`config.mk`:
```
export PLATFORM = sky130hd
export DESIGN_NAME = trasmettitore_seriale
export DESIGN_NICKNAME = d
export VERILOG_FILES = /design/src/rtl/trasmettitore_seriale.sv
export SDC_FILE = /design/constraint.sdc
export NUM_CORES = 1
export LEC_CHECK = 0
export CORE_ASPECT_RATIO = 1.1
export CORE_MARGIN = 5
export CORE_UTILIZATION = 58
export CTS_CLUSTER_SIZE = 24
export DETAILED_ROUTE_END_ITERATION = 12
export DONT_BUFFER_PORTS = 1
export PLACE_DENSITY_LB_ADDON = 0.2
export SLEW_MARGIN = 20
export SYNTH_ARGS = -nofsm -noshare
export SYNTH_HDL_FRONTEND = slang
export SYNTH_SLANG_ARGS = --single-unit
```
`constraint.sdc`:
```
create_clock -name clock -period 5.45 [get_ports clock]
set_input_delay 0.8175 -clock clock [delete_from_list [all_inputs] [get_ports clock]]
set_output_delay 0.8175 -clock clock [all_outputs]
set_load 0.02 [all_outputs]
```
`src/rtl/trasmettitore_seriale.sv`:
```
// trasmettitore_seriale: byte-wide to asynchronous-serial transmitter with a
// dav_/rfd handshake toward the producer.
//
// Frame: start bit 0, data bits LSB first, optional parity bit, one stop bit 1.
// Each frame bit lasts BIT_TICKS clock periods. After the stop bit the block
// waits for dav_ to return high, so each handshake sends exactly one frame.
//
// Parameters
//   BIT_TICKS : clock periods per serial bit time
//   PARITY    : 0 = none, 1 = even, 2 = odd
// Ports
//   clock   : system clock, rising edge active
//   reset   : asynchronous, active-high reset
//   dav_    : active-low data valid from the producer
//   byte_in : data to transmit, stable while dav_ = 0
//             (`byte` is a reserved word, so the port carries a suffix)
//   rfd     : active-high ready-for-data to the producer
//   txd     : serial line, idle high, driven straight from a flop
module trasmettitore_seriale #(
  parameter int BIT_TICKS = 16,
  parameter int PARITY    = 0
) (
  input  logic       clock,
  input  logic       reset,
  input  logic       dav_,
  input  logic [7:0] byte_in,
  output logic       rfd,
  output logic       txd
);

  localparam int TW = (BIT_TICKS > 1) ? $clog2(BIT_TICKS) : 1;
  localparam logic [TW-1:0] TICK_RELOAD = TW'(BIT_TICKS - 1);

  typedef enum logic [2:0] {
    IDLE,
    START,
    DATA,
    PAR,
    STOP,
    WDAV
  } state_t;

  state_t        state_q, state_d;
  logic [TW-1:0] tick_q, tick_d;
  logic [3:0]    bit_cnt_q, bit_cnt_d;
  logic [7:0]    buf_q, buf_d;
  logic          par_q, par_d;
  logic          txd_q, txd_d;
  logic          rfd_q, rfd_d;
  logic          tick_zero;

  assign tick_zero = (tick_q == '0);
  assign txd       = txd_q;
  assign rfd       = rfd_q;

  // State and datapath registers
  always_ff @(posedge clock or posedge reset) begin
    if (reset) begin
      state_q   <= IDLE;
      tick_q    <= '0;
      bit_cnt_q <= '0;
      buf_q     <= '0;
      par_q     <= 1'b0;
      txd_q     <= 1'b1;
      rfd_q     <= 1'b1;
    end else begin
      state_q   <= state_d;
      tick_q    <= tick_d;
      bit_cnt_q <= bit_cnt_d;
      buf_q     <= buf_d;
      par_q     <= par_d;
      txd_q     <= txd_d;
      rfd_q     <= rfd_d;
    end
  end

  // Next state, bit timing and capture
  always_comb begin
    state_d   = state_q;
    tick_d    = tick_q;
    bit_cnt_d = bit_cnt_q;
    buf_d     = buf_q;
    par_d     = par_q;
    unique case (state_q)
      IDLE: begin
        if (!dav_) begin
          state_d   = START;
          tick_d    = TICK_RELOAD;
          bit_cnt_d = 4'd8;
          buf_d     = byte_in;
          par_d     = (PARITY == 2) ? ~(^byte_in) : (^byte_in);
        end
      end
      START: begin
        if (tick_zero) begin
          state_d = DATA;
          tick_d  = TICK_RELOAD;
        end else begin
          tick_d = tick_q - TW'(1);
        end
      end
      DATA: begin
        // bit_cnt runs 8..1 while bits 0..7 are on the line; it parks at 1
        if (tick_zero) begin
          tick_d = TICK_RELOAD;
          if (bit_cnt_q == 4'd1) begin
            state_d = (PARITY != 0) ? PAR : STOP;
          end else begin
            bit_cnt_d = bit_cnt_q - 4'd1;
          end
        end else begin
          tick_d = tick_q - TW'(1);
        end
      end
      PAR: begin
        if (tick_zero) begin
          state_d = STOP;
          tick_d  = TICK_RELOAD;
        end else begin
          tick_d = tick_q - TW'(1);
        end
      end
      STOP: begin
        if (tick_zero) begin
          state_d = WDAV;
        end else begin
          tick_d = tick_q - TW'(1);
        end
      end
      WDAV: begin
        if (dav_) begin
          state_d = IDLE;
        end
      end
      default: state_d = IDLE;
    endcase
  end

  // Registered outputs: the line level is chosen for the bit being entered,
  // so txd changes only on bit boundaries.
  always_comb begin
    txd_d = txd_q;
    rfd_d = rfd_q;
    unique case (state_q)
      IDLE: begin
        txd_d = dav_;
        rfd_d = dav_;
      end
      WDAV: begin
        txd_d = 1'b1;
        rfd_d = dav_;
      end
      START, DATA, PAR, STOP: begin
        rfd_d = 1'b0;
        if (tick_zero) begin
          unique case (state_d)
            DATA:    txd_d = buf_q[3'(4'd8 - bit_cnt_d)];
            PAR:     txd_d = par_q;
            default: txd_d = 1'b1;
          endcase
        end
      end
      default: begin
        txd_d = 1'b1;
        rfd_d = 1'b1;
      end
    endcase
  end

endmodule

```
==> impl_metrics.tcl, run 1 <==
set metrics [dict create \
    status "finished clean" \
    dieArea_sq_um 3400 \
    yosysTopAreaCellShare 0.351 \
    dp_hpwl_um 2010 \
    avgRoutedWirePerCell_um 15.9 \
    place_congestion 0.897 \
    skew_ns 0.00141 \
    syn-num-nets 160 \
    synth_most_common_cell "dfrtp_1" \
    num_io_pins 13 \
    period_share 0.549 \
    totalWireLength_um 2690 \
    setup_slack_ns 2.46 \
    clk_pin_slew_ns 0.11 \
    via_per_inst 6.46 \
    netlist-cell-type-count 45 \
    leakagePower_nw 0.565 \
    overflow 0 \
    synth_edf_count 0 \
    clock.fmax_mhz 334 \
    vias 1091 \
    ant_nets 0 \
    place_inst 165 \
    async_flop_share 1.00 \
    critPathMostFrequentCell "ha_1" \
    firstDrtPassIters 4 \
    htreeDepth 1 \
    fin_crit_ns 2.99 \
    grt_start_max_net_pins 26 \
    syn_area_per_cell_sq_um 9.34 \
    path_buf_inv 1 \
    synthTopCellsByArea "dfrtp_1, mux2_2, dfstp_2" \
    die_y_um 60.7 \
    n_antenna_cell 0 \
    cpPeakStageDelay_ns 0.54 \
    fin_nets 155 \
    initial_core_util 0.601 \
    critPathArrivalTime_ns 3.22 \
    syn_area_sq_um 1350 \
    core_sq_um 2250 \
    synth_warnings 0 \
    grt_pass1_wl_um 4690 \
    slew_headroom 0.487 \
    peakVddDrop_uv 337 \
    cts.hold.buffers_added 0 \
    cts_sinks 21 \
    die_w_um 56.1 \
    cp_max_fo 7 \
    cp-start-kind "flop" \
    worstMarginPinSlew_ns 0.769 \
    crit_family "simple AND/OR/NAND/NOR gates" \
    numCtsBuffers 3 \
    portBuffers 0 \
    cp.required_ns 5.67 \
    slew_violations 0 \
    rsz0062_at_grt "false" \
    setup_tns_ns 0 \
    postCtsSetupBuffers 0 \
    cts_tree "yes" \
    ys_top_cells_by_count "dfrtp_1, inv_1, nand2_1" \
    clock_latency_ns 0.29 \
    drc 0 \
    synth_seq_cells 21 \
    yosys_most_used_dff "dfrtp_1" \
    max-cap-violations 0 \
    fillers 205 \
    cp_slowest_cell "or4_1" \
    root_buffer "clkbuf_4" \
    netlist_instances 145 \
    path_cells "inv_1 > ha_1 > or3b_1 > or4_1 > o211a_2 > ha_1 > mux2i_1 > mux2_4 > o221ai_2" \
    ctsResizeCount 0 \
    num_rows 18 \
    critPathKind "flop to flop" \
    hold_violations 0 \
    cp-end-kind "flop" \
    cts_buffer_depth 2 \
    layout.cells.non_filler 169 \
    drt_iter0_markers 20 \
    dp_slack_ns 2.52 \
    fin_util 0.608 \
    drive_gt1_frac 0.151 \
    yosys.area.top_type "dfrtp_1" \
    finalSetupViolCount 0 \
    grt_pass1_vias 1075 \
    area_growth_pct 1.20 \
    power.density_nw_per_um2 532 \
    hold_path_class "flop to flop" \
    track_usage 0.176 \
    antenna_found_initial 0 \
    ys_seq_area_frac 0.390 \
]
-- path summary, 6_finish.rpt --
kind                                    endpoint  slack (ns)  cells past startpoint                   from
setup / recovery                 txd$_DFFE_PP1P_        2.46                      9  tick_q[0]$_DFFE_PP0P_
hold / removal              buf_q[7]$_DFFE_PP0P_        0.52                      1   buf_q[7]$_DFFE_PP0P_
setup reg to reg                 txd$_DFFE_PP1P_        2.46                      9  tick_q[0]$_DFFE_PP0P_
hold reg to reg             buf_q[7]$_DFFE_PP0P_        0.52                      1   buf_q[7]$_DFFE_PP0P_
max in group asynchronous   buf_q[7]$_DFFE_PP0P_        4.44                      1                  reset
min in group asynchronous  tick_q[0]$_DFFE_PP0P_        0.53                      1                  reset
-- state kept, by name, indices dropped and copies added (netlist names) --
signal and cells:
bit_cnt_q 4, buf_q 8, rfd 1, state_q 3, tick_q 4, txd 1
-- cell type report --
| class | instances | area (sq um) | area share |
|---|---|---|---|
| Clock buffer | 4 | 26.3 | 0.0192 |
| Inverter | 11 | 41.3 | 0.0301 |
| Multi-Input combinational cell | 103 | 737 | 0.538 |
| Sequential cell | 21 | 528 | 0.385 |
| Tap cell | 30 | 37.5 | 0.0274 |
-- metrics by stage --
step           cell area (sq um)  total power (W)  hold WS (ns)
6_report                    1370         0.000729         0.518
5_1_grt                     1370         0.000792         0.546
4_1_cts                     1370         0.000730         0.523
3_5_place_dp                1340         0.000655         0.496
3_3_place_gp                1340         0.000633         0.491
2_1_floorplan               1350         0.000592         0.480
-- power breakdown --
group	switching [W]	internal [W]	leakage, nW	total, W
clock network	0.0000443	0.0000285	0.0150	0.0000728
logic	0.000177	0.000175	0.306	0.000352
registers	0.0000796	0.000225	0.243	0.000304
total	0.000301	0.000428	0.565	0.000729
-- per-layer routing --
layer	routed length, um	vias up	GRT usage	share of wire
met5	0	-	0	0
met4	67	0	0.0881	0.025
met3	146	6	0.0277	0.054
met2	1310	36	0.314	0.49
met1	1160	531	0.209	0.43
li1	-	518	-	-
-- cells by family after synthesis --
group	count (synthesis)	share of synthesized area
fa+ha+maj	4	0.0370
compound gates	36	0.186
simple gates	48	0.199
buf+inv	21	0.0656
mux	15	0.123
flops	21	0.390
-- worst reg2reg max path, delay by kind of cell, from the launching register on --
family / cells / cell delay [ns]
AND/OR/NAND/NOR: 2 / 1.02
adder cells (fa/ha/maj): 2 / 0.60
multiplexers: 2 / 0.44
flip-flops: 1 / 0.41
AO/OA/AOI/OAI: 2 / 0.35
buffers and inverters: 1 / 0.09
-- layout by cell type, fill, tap and decap left out, types with 2 or more instances in the layout --
cell / n
nor3_1: 4
o32ai_1: 2
nand3_1: 3
a31oi_1: 2
mux2i_1: 5
nor2b_1: 4
mux2_2: 8
or4_1: 3
dfrtp_1: 19
or2_2: 2
a22oi_1: 2
clkbuf_4: 3
nand2_1: 11
nor2_1: 10
a21oi_1: 6
inv_1: 11
o21ai_0: 10
ha_1: 4
dfstp_2: 2
o31ai_1: 3
or3b_1: 3
Note: power is estimated with default switching activity, not from simulation.
==> run 2, diff against run 1 <==
--- a/config.mk
+++ b/config.mk
@@ -7,7 +7,7 @@
 export LEC_CHECK = 0
 export CORE_ASPECT_RATIO = 1.1
 export CORE_MARGIN = 5
-export CORE_UTILIZATION = 58
+export CORE_UTILIZATION = 56
 export CTS_CLUSTER_SIZE = 24
 export DETAILED_ROUTE_END_ITERATION = 12
 export DONT_BUFFER_PORTS = 1
==> constraint.sdc (replaced) <==
create_clock -name clock -period 2.49 [get_ports clock]
set_input_delay 0.3735 -clock clock [delete_from_list [all_inputs] [get_ports clock]]
set_output_delay 0.3735 -clock clock [all_outputs]
set_load 0.02 [all_outputs]
==> impl_metrics.tcl, run 2 (same netlist as run 1, synthesis figures left out) <==
set metrics [dict create \
    clock.fmax_mhz 397 \
    setup_tns_ns -0.0264 \
    place_congestion 0.933 \
    place_inst 176 \
    regMostFlops "buf_q" \
    finalSetupViolCount 1 \
    die_y_um 61.6 \
    vias 1172 \
    largest_reg_flops 8 \
    peakVddDrop_uv 827 \
    grt_start_max_net_pins 25 \
    cp-end-kind "flop" \
    cts_tree "yes" \
    num_rows 18 \
    cpPeakStageDelay_ns 0.42 \
    power_w 0.00185 \
    antenna_found_initial 0 \
    drive_gt1_frac 0.296 \
    initial_core_util 0.595 \
    slew_headroom 0.443 \
    slew_violations 0 \
    via_per_inst 6.44 \
    hold_violations 0 \
    grt_pass1_vias 1224 \
    drc 0 \
    path_buf_inv 1 \
    portBuffers 0 \
    grt_pass1_wl_um 5080 \
    critPathArrivalTime_ns 2.76 \
    avgRoutedWirePerCell_um 16.6 \
    dieArea_sq_um 3500 \
    worstMarginPinSlew_ns 0.834 \
    cp_slowest_cell "or4_4" \
    power.density_nw_per_um2 1210 \
    layout_commonest_cell "dfrtp_1" \
    drt_iter0_markers 84 \
    die_w_um 56.9 \
    layout_common_cells "dfrtp_1, buf_4, nand2_1" \
    path_cells "inv_2 > ha_4 > or3b_4 > or4_4 > o211a_4 > ha_4 > mux2i_2 > mux2_4 > o221ai_2" \
    firstDrtPassIters 5 \
    overflow 0 \
    hold_path_class "input port to asynchronous set/reset pin" \
    max-cap-violations 0 \
    period_share 1.01 \
    cts.hold.buffers_added 0 \
    fin_nets 168 \
    cp-start-kind "flop" \
    skew_ns 0.00344 \
    reg_top3 "buf_q (8), bit_cnt_q (4), tick_q (4)" \
    critPathKind "flop to flop" \
    n_antenna_cell 0 \
    placed_area_sq_um 1460 \
    violations "negative setup slack" \
    numCtsBuffers 3 \
    dp_slack_ns -0.0601 \
    fin_crit_ns 2.52 \
    cts_sinks 21 \
    area_growth_pct 12.6 \
    status "finished, violations left" \
    totalWireLength_um 3020 \
    num_io_pins 13 \
    design_area_sq_um 1520 \
    cp_max_fo 4 \
    clock_latency_ns 0.31 \
    cts_buffer_depth 2 \
    layout.cells.non_filler 182 \
    critPathMostFrequentCell "ha_4" \
    dp_hpwl_um 2160 \
    clk_pin_slew_ns 0.12 \
    leakagePower_nw 0.633 \
    setup_slack_ns -0.0264 \
    cp.required_ns 2.73 \
    track_usage 0.189 \
    core_sq_um 2270 \
    htreeDepth 1 \
    crit_family "simple AND/OR/NAND/NOR gates" \
    rsz0062_at_grt "true" \
    root_buffer "clkbuf_4" \
    ant_nets 0 \
]
-- run 2: worst paths after layout --
check | depth (start not counted) | slack, ns | start | to
setup reg to reg | 9 | -0.03 | tick_q[0]$_DFFE_PP0P_ | txd$_DFFE_PP1P_
hold / removal | 1 | 0.1 | reset | buf_q[6]$_DFFE_PP0P_
max in group asynchronous | 1 | 1.88 | reset | buf_q[1]$_DFFE_PP0P_
min in group clock | 1 | 0.20 | byte_in[5] | buf_q[5]$_DFFE_PP0P_
setup / recovery | 9 | -0.03 | tick_q[0]$_DFFE_PP0P_ | txd$_DFFE_PP1P_
hold reg to reg | 1 | 0.52 | buf_q[2]$_DFFE_PP0P_ | buf_q[2]$_DFFE_PP0P_
-- run 2: repair_timing --
action                                  in CTS  in global routing
pin swaps                                    2                  2
hold endpoints to repair                     0                  0
setup buffers                                1                  1
resized for setup                            3                  5
endpoints found under the setup margin       1                  1
-- run 2: routing by layer --
layer	track usage	vias up	wire (um)
met4	0.132	0	93
met3	0.0398	15	283
met2	0.326	71	1490
met1	0.211	543	1150
li1	-	543	-
met5	0	-	0
-- run 2: power breakdown --
group          internal [W]  total, W  switching (W)
Combinational      0.000548   0.00107       0.000524
Clock             0.0000627  0.000171       0.000108
Sequential         0.000493  0.000608       0.000115
Total               0.00110   0.00185       0.000747
-- run 2: through the flow --
step	hold WS [ns]	util
after floorplan	0.349	-
after global placement	0.448	0.640
after detailed placement	0.455	0.640
after CTS	0.111	0.658
after global routing	0.139	0.670
final	0.0950	0.670
-- run 2: area by class of cell --
| type | count | area [sq um] |
|---|---|---|
| clock buffers | 4 | 26.3 |
| fillers | 172 | 751 |
| inverters | 11 | 41.3 |
| multi-input cells | 103 | 793 |
| flip-flops and latches | 21 | 528 |
| well taps | 30 | 37.5 |
| repair buffers | 13 | 97.6 |
==> run 3, diff against run 2 <==
--- a/config.mk
+++ b/config.mk
@@ -5,6 +5,7 @@
 export SDC_FILE = /design/constraint.sdc
 export NUM_CORES = 1
 export LEC_CHECK = 0
+export CAP_MARGIN = 30
 export CORE_ASPECT_RATIO = 1.1
 export CORE_MARGIN = 5
 export CORE_UTILIZATION = 56
@@ -12,7 +13,6 @@
 export DETAILED_ROUTE_END_ITERATION = 12
 export DONT_BUFFER_PORTS = 1
 export PLACE_DENSITY_LB_ADDON = 0.2
-export SLEW_MARGIN = 20
 export SYNTH_ARGS = -nofsm -noshare
 export SYNTH_HDL_FRONTEND = slang
 export SYNTH_SLANG_ARGS = --single-unit
==> results of run 3 <==
The final DEF is identical to that of run 2; final timing and power are the same.
